<file path="src/rtl/qbu_verify_rx_det_pkg.sv">
// Shared constants, state encodings and saturating helpers for the
// frame-preemption verify/response handshake (rx detector and tx FSM).
package qbu_verify_rx_det_pkg;

  localparam int         FRAME_LEN_DEF = 60;
  localparam logic [7:0] SMD_V_DEF     = 8'h07;
  localparam logic [7:0] SMD_R_DEF     = 8'h19;

  typedef enum logic [2:0] {
    ST_IDLE = 3'b001,
    ST_RECV = 3'b010,
    ST_DROP = 3'b100
  } vfy_state_t;

  function automatic logic [15:0] sat_add16(
    input logic [15:0] a,
    input logic [1:0]  b
  );
    logic [16:0] s;
    s = {1'b0, a} + {15'd0, b};
    return s[16] ? 16'hFFFF : s[15:0];
  endfunction

  function automatic logic [6:0] sat_inc7(input logic [6:0] a);
    return (a == 7'h7F) ? a : a + 7'd1;
  endfunction

endpackage

</file>
<file path="src/rtl/qbu_verify_rx_det.sv">
// Detects verify/response mPackets on the receive path, checks length
// and all-zero payload, and reports pulses plus saturating counters.
module qbu_verify_rx_det
  import qbu_verify_rx_det_pkg::*;
#(
  parameter int         FRAME_LEN = FRAME_LEN_DEF,
  parameter logic [7:0] SMD_V     = SMD_V_DEF,
  parameter logic [7:0] SMD_R     = SMD_R_DEF
) (
  input  logic        i_clk,
  input  logic        i_rst,
  input  logic        i_det_enable,
  input  logic [7:0]  i_rx_data,
  input  logic        i_rx_valid,
  input  logic        i_rx_last,
  input  logic [7:0]  i_rx_smd,
  input  logic        i_rx_smd_valid,
  output logic        o_rx_ready,
  output logic        o_qbu_verify_valid,
  output logic        o_qbu_response_valid,
  output logic [15:0] o_verify_rx_cnt,
  output logic [15:0] o_response_rx_cnt,
  output logic [15:0] o_err_frame_cnt
);

  localparam logic [6:0] LEN7   = 7'(FRAME_LEN);
  localparam logic [6:0] LEN7P1 = 7'(FRAME_LEN + 1);

  vfy_state_t state;
  logic [6:0] byte_cnt;
  logic       nz_err;
  logic       is_resp;

  logic       first;
  logic       start;
  logic       cont;
  logic [6:0] cnt_inc;
  logic       nz_inc;
  logic       abort_err;
  logic       frame_end;
  logic       end_ok;
  logic       end_resp;
  logic       drop_err;
  logic [1:0] err_inc;
  logic       good_v;
  logic       good_r;

  assign o_rx_ready = 1'b1;

  always_comb begin
    first     = i_det_enable & i_rx_valid & i_rx_smd_valid;
    start     = first & ((i_rx_smd == SMD_V) | (i_rx_smd == SMD_R));
    cont      = i_det_enable & i_rx_valid & ~i_rx_smd_valid
              & (state == ST_RECV);
    cnt_inc   = sat_inc7(byte_cnt);
    nz_inc    = nz_err | (|i_rx_data);
    // a new SMD while still receiving means the old frame lost its last
    abort_err = first & (state == ST_RECV);
    frame_end = (start | cont) & i_rx_last;
    end_ok    = start ? ((LEN7 == 7'd1) && (i_rx_data == 8'd0))
                      : ((cnt_inc == LEN7) && !nz_inc);
    end_resp  = start ? (i_rx_smd == SMD_R) : is_resp;
    drop_err  = cont & ~i_rx_last & (cnt_inc == LEN7P1);
    err_inc   = {1'b0, abort_err}
              + {1'b0, frame_end & ~end_ok}
              + {1'b0, drop_err};
    good_v    = frame_end & end_ok & ~end_resp;
    good_r    = frame_end & end_ok & end_resp;
  end

  always_ff @(posedge i_clk) begin
    if (!i_rst) begin
      state                <= ST_IDLE;
      byte_cnt             <= 7'd0;
      nz_err               <= 1'b0;
      is_resp              <= 1'b0;
      o_qbu_verify_valid   <= 1'b0;
      o_qbu_response_valid <= 1'b0;
      o_verify_rx_cnt      <= 16'd0;
      o_response_rx_cnt    <= 16'd0;
      o_err_frame_cnt      <= 16'd0;
    end else begin
      o_qbu_verify_valid   <= good_v;
      o_qbu_response_valid <= good_r;
      o_verify_rx_cnt      <= sat_add16(o_verify_rx_cnt, {1'b0, good_v});
      o_response_rx_cnt    <= sat_add16(o_response_rx_cnt, {1'b0, good_r});
      o_err_frame_cnt      <= sat_add16(o_err_frame_cnt, err_inc);
      if (!i_det_enable) begin
        state    <= ST_IDLE;
        byte_cnt <= 7'd0;
        nz_err   <= 1'b0;
      end else if (i_rx_valid && i_rx_smd_valid) begin
        if (start && !i_rx_last) begin
          state    <= ST_RECV;
          byte_cnt <= 7'd1;
          nz_err   <= |i_rx_data;
          is_resp  <= (i_rx_smd == SMD_R);
        end else begin
          state    <= ST_IDLE;
          byte_cnt <= 7'd0;
          nz_err   <= 1'b0;
        end
      end else if (i_rx_valid) begin
        case (state)
          ST_IDLE: ;
          ST_RECV: begin
            if (i_rx_last) begin
              state    <= ST_IDLE;
              byte_cnt <= 7'd0;
              nz_err   <= 1'b0;
            end else if (cnt_inc == LEN7P1) begin
              state <= ST_DROP;
            end else begin
              byte_cnt <= cnt_inc;
              nz_err   <= nz_inc;
            end
          end
          ST_DROP: begin
            if (i_rx_last) begin
              state    <= ST_IDLE;
              byte_cnt <= 7'd0;
              nz_err   <= 1'b0;
            end
          end
          default: state <= ST_IDLE;
        endcase
      end
    end
  end

endmodule

</file>
<file path="config.mk">
export PLATFORM = sky130hd
export DESIGN_NAME = qbu_verify_rx_det
export DESIGN_NICKNAME = d
export VERILOG_FILES = /design/src/rtl/qbu_verify_rx_det_pkg.sv /design/src/rtl/qbu_verify_rx_det.sv
export SDC_FILE = /design/constraint.sdc
export NUM_CORES = 1
export LEC_CHECK = 0
export BUFFER_PORTS_ARGS = -buffer_cell sky130_fd_sc_hd__buf_2
export CORE_MARGIN = 2
export CORE_UTILIZATION = 58
export DETAILED_ROUTE_END_ITERATION = 12
export PLACE_DENSITY = 0.85
export SETUP_SLACK_MARGIN = 0.02
export SLEW_MARGIN = 20
export SYNTH_ARGS = -nofsm -noshare
export SYNTH_HDL_FRONTEND = slang
export SYNTH_SLANG_ARGS = --single-unit
export TNS_END_PERCENT = 5
</file>
<file path="constraint.sdc">
create_clock -name i_clk -period 5.5 [get_ports i_clk]
set_clock_uncertainty 0.05 [all_clocks]
set_input_delay 0.275 -clock i_clk [delete_from_list [all_inputs] [get_ports i_clk]]
set_output_delay 0.275 -clock i_clk [all_outputs]
set_load 0.01 [all_outputs]
</file>
==> metrics.md <==
| Metric | Value |
|---|---|
| I/O Pins | 73 |
| NumNets Final | 470 |
| FF+latch count, synth | 62 |
| Via density | 5.839 |
| Total number of vias | 3001 |
| Max Root-Sink Buffers | 2 |
| Async SR Flop Fraction | 0% |
| Post-Syn Instances | 367 |
| WP data required | 5710 ps |
| Status | finished, final reports clean |
| Htree depth | 3 |
| Hold-fix buffers, CTS | 0 |
| Initial DRC count | 178 |
| Sequential area share after synthesis | 39.13% |
| First-pass GRT wire length | 12320 um |
| Share of layout cells above drive strength 1 | 22.52% |
| Fin util | 72.86% |
| Reg2reg path depth | 14 |
| Routed Antenna Nets | 0 |
| Drt wl/cell | 14.17 um |
| Setup_tns | 0 ps |
| Crit start category | flip-flop |
| DIE AREA | 6076 um2 |
| Gpl congestion | 0.9553 |
| Main synth FF type | dfxtp_1 |
| Clock sinks | 62 |
| Hold WS | 159.3 ps |
| Max-cap violations | 0 |
| Crit path capture | o_err_frame_cnt[0]$_SDFF_PN0_ |
| CP Class | reg2reg |
| Max IR drop VDD | 193.0 uV |
| Worst-margin pin slew | 719.9 ps |
| RR Endpoint | o_err_frame_cnt[0]$_SDFF_PN0_ |
| Tightest Hold Check Type | in2reg |
| Final Hold Vio Count | 0 |
| CTS root buf | clkbuf_8 |
| DRT Pass-1 Iters | 4 |
| Setup slack, reg-to-reg | 1560 ps |
| FF/Latch Area | 1241 um2 |
| FP Rows | 26 |
| Number of synthesized flops with an enable pin | 0 |
| Leakage | 1.574 nW |
| Core area | 5205 um2 |
| Global Route Usage Sum | 25.19% |
| TritonCTS clock tree | done |
| Worst Setup End Kind | flip-flop |
| Setup WS post-layout | 1565 ps |
| Fill count | 426 |
| # Post-CTS Setup Buffers | 0 |
| Die width | 77.95 um |
| Clk_lat worst skew | 340 ps |
| Vert. Die Dim | 77.95 um |
| Initial Utilization | 60.94% |
| Dpl ws | 1606 ps |
| Worst r2r src | byte_cnt[0]$_SDFFE_PN0P_ |
| Initial antenna violation count | 0 |
| Final setup fails | 0 |
| CP Max Fanout | 12 |
| Final worst path period need | 3935 ps |
| YS warnings | 0 |
| Area taken by multi-input logic gates | 1833 um2 |
| I/O Buffers | 71 |
| Part of the cycle the worst path needs | 71.55% |
| Worst-path clk slew | 60 ps |
| Slew headroom | 51.50% |
| Synth unique cells | 62 |
| Dpl hpwl | 5176 um |
| Fin. max-slew vios | 0 |
| Vias in the first global route | 2697 |
| Final global-route overflow total | 0 |
| Total CTS buffers | 9 |
| DRC errors left | 0 |
| Power, Total | 0.9102 mW |
| Unrepaired setup endpoints after global routing | false |
| Area grow syn2layout | 19.57% |
| Power density cells | 240.0 nW/um2 |
| Post-Route WL | 7282 um |
| Post-CTS Resized | 0 |
| Pin count of the biggest net entering global routing | 35 |
| # diodes | 0 |
| Fmax | 0.2541 GHz |
| Net count after synthesis | 398 |
| Syn avg cell area | 8.642 um2 |
| Critical path data arrival time | 4150 ps |
| Crit path launch | byte_cnt[0]$_SDFFE_PN0P_ |
| Syn Std Cell Area | 3172 um2 |
## critical path, cell delays in order (launching register included)
cell and delay [ps]:
dfxtp_1 430, ha_1 290, xor2_1 210, or4b_4 510, a21boi_1 200, nand3_1 100
nand2_1 100, fa_1 400, inv_1 70, ha_1 180, fa_1 320, nand2_1 80
nor2_1 280, nand3_1 400, a21oi_1 250
## through the flow
stage | instance area [um2] | instances
2_1_floorplan | 3172 | 367
3_3_place_gp | 3573 | 498
3_5_place_dp | 3573 | 498
4_1_cts | 3792 | 514
5_1_grt | 3792 | 514
6_report | 3792 | 514
## routing by layer
layer	wire length, um	global-route usage, %	vias up
met1	3293	33.41	1398
met5	0	0	-
li1	-	-	1487
met3	453	5.465	12
met4	114	11.75	0
met2	3422	39.14	104
## placed cells by master, fill, tap and decap left out, drive strengths merged, types with 3 or more instances in the layout
master / instances
nand2b: 4
a41oi: 3
clkbuf: 13
nor2: 24
a211oi: 3
xor2: 14
nand4b: 3
a21oi: 48
o21a: 5
nand2: 26
or3: 3
o21ai: 8
and2: 7
or2: 4
and3: 10
mux2i: 3
nand3: 20
dfxtp: 62
ha: 7
buf: 72
o31ai: 3
a21boi: 3
inv: 13
and4: 4
a31oi: 5
nand4: 10
xnor2: 16
nor4: 5
nor3: 13
## synthesized netlist by cell type, drive strengths merged, types with 3 or more instances
library cell / n / area, um2
a21oi: 48 / 240.2
nand4: 10 / 62.56
and4: 4 / 35.03
ha: 7 / 87.58
mux2i: 3 / 30.03
a31oi: 5 / 46.29
a21boi: 3 / 33.79
nand2b: 4 / 25.02
a41oi: 3 / 26.28
dfxtp: 62 / 1241
o31ai: 3 / 22.52
nor3: 13 / 65.06
o21ai: 8 / 40.04
xor2: 14 / 122.6
a211oi: 3 / 35.03
nor4: 5 / 31.28
nand3: 20 / 100.1
inv: 13 / 48.80
and2: 7 / 43.79
nand4b: 3 / 26.28
nand2: 26 / 97.59
nor2: 24 / 90.09
o21a: 5 / 37.54
or2: 4 / 25.03
and3: 10 / 62.56
xnor2: 16 / 140.1
or3: 3 / 20.02
clkbuf: 10 / 41.29
## final cells by class
class | instances | share of cell area [%]
Multi-Input combinational cell | 281 | 48.33
Inverter | 13 | 1.287
Tap cell | 70 | 2.309
Clock buffer | 13 | 4.718
Timing Repair Buffer | 72 | 9.568
Sequential cell | 62 | 32.73
Clock inverter | 3 | 1.056
## logic make-up (layout without fill, tap and decap cells)
kind of cell | count (synthesis) | in the layout | share of synthesized area [%]
and+or+nand+nor | 147 | 147 | 25.40
AOI/OAI and AO/OA | 91 | 91 | 19.01
DFF | 62 | 62 | 39.13
xor gates and xnor gates | 30 | 30 | 8.284
buffers and inverters | 24 | 101 | 3.077
adders and majority gates | 9 | 9 | 4.024
muxes | 3 | 3 | 0.9468
other | 1 | 1 | 0.1182
## sequential cells by signal (all words and copies together) (netlist names)
| register | cells |
|---|---|
| o_err_frame_cnt | 16 |
| o_response_rx_cnt | 16 |
| o_verify_rx_cnt | 16 |
| byte_cnt | 7 |
| state | 3 |
| is_resp | 1 |
| nz_err | 1 |
| o_qbu_response_valid | 1 |
| o_qbu_verify_valid | 1 |
## worst min path at each step
stage | cells past startpoint | startpoint | endpoint | slack (ps)
floorplan | 1 | i_rx_valid | state[1]$_SDFFE_PN0P_ | 330
global route | 2 | i_rx_valid | state[1]$_SDFFE_PN0P_ | 150
global placement | 2 | is_resp$_SDFFE_PN0P_ | is_resp$_SDFFE_PN0P_ | 400
finish | 2 | i_rx_valid | state[1]$_SDFFE_PN0P_ | 160
detailed placement | 1 | nz_err$_SDFFE_PN0P_ | nz_err$_SDFFE_PN0P_ | 420
CTS | 2 | i_rx_valid | state[1]$_SDFFE_PN0P_ | 140
## power breakdown
part	internal, mW	switching [mW]	total (mW)
Sequential	0.449	0.000739	0.450
Clock	0.257	0.170	0.427
Combinational	0.0120	0.0208	0.0328
No activity file was read; power rests on OpenSTA's default activity.
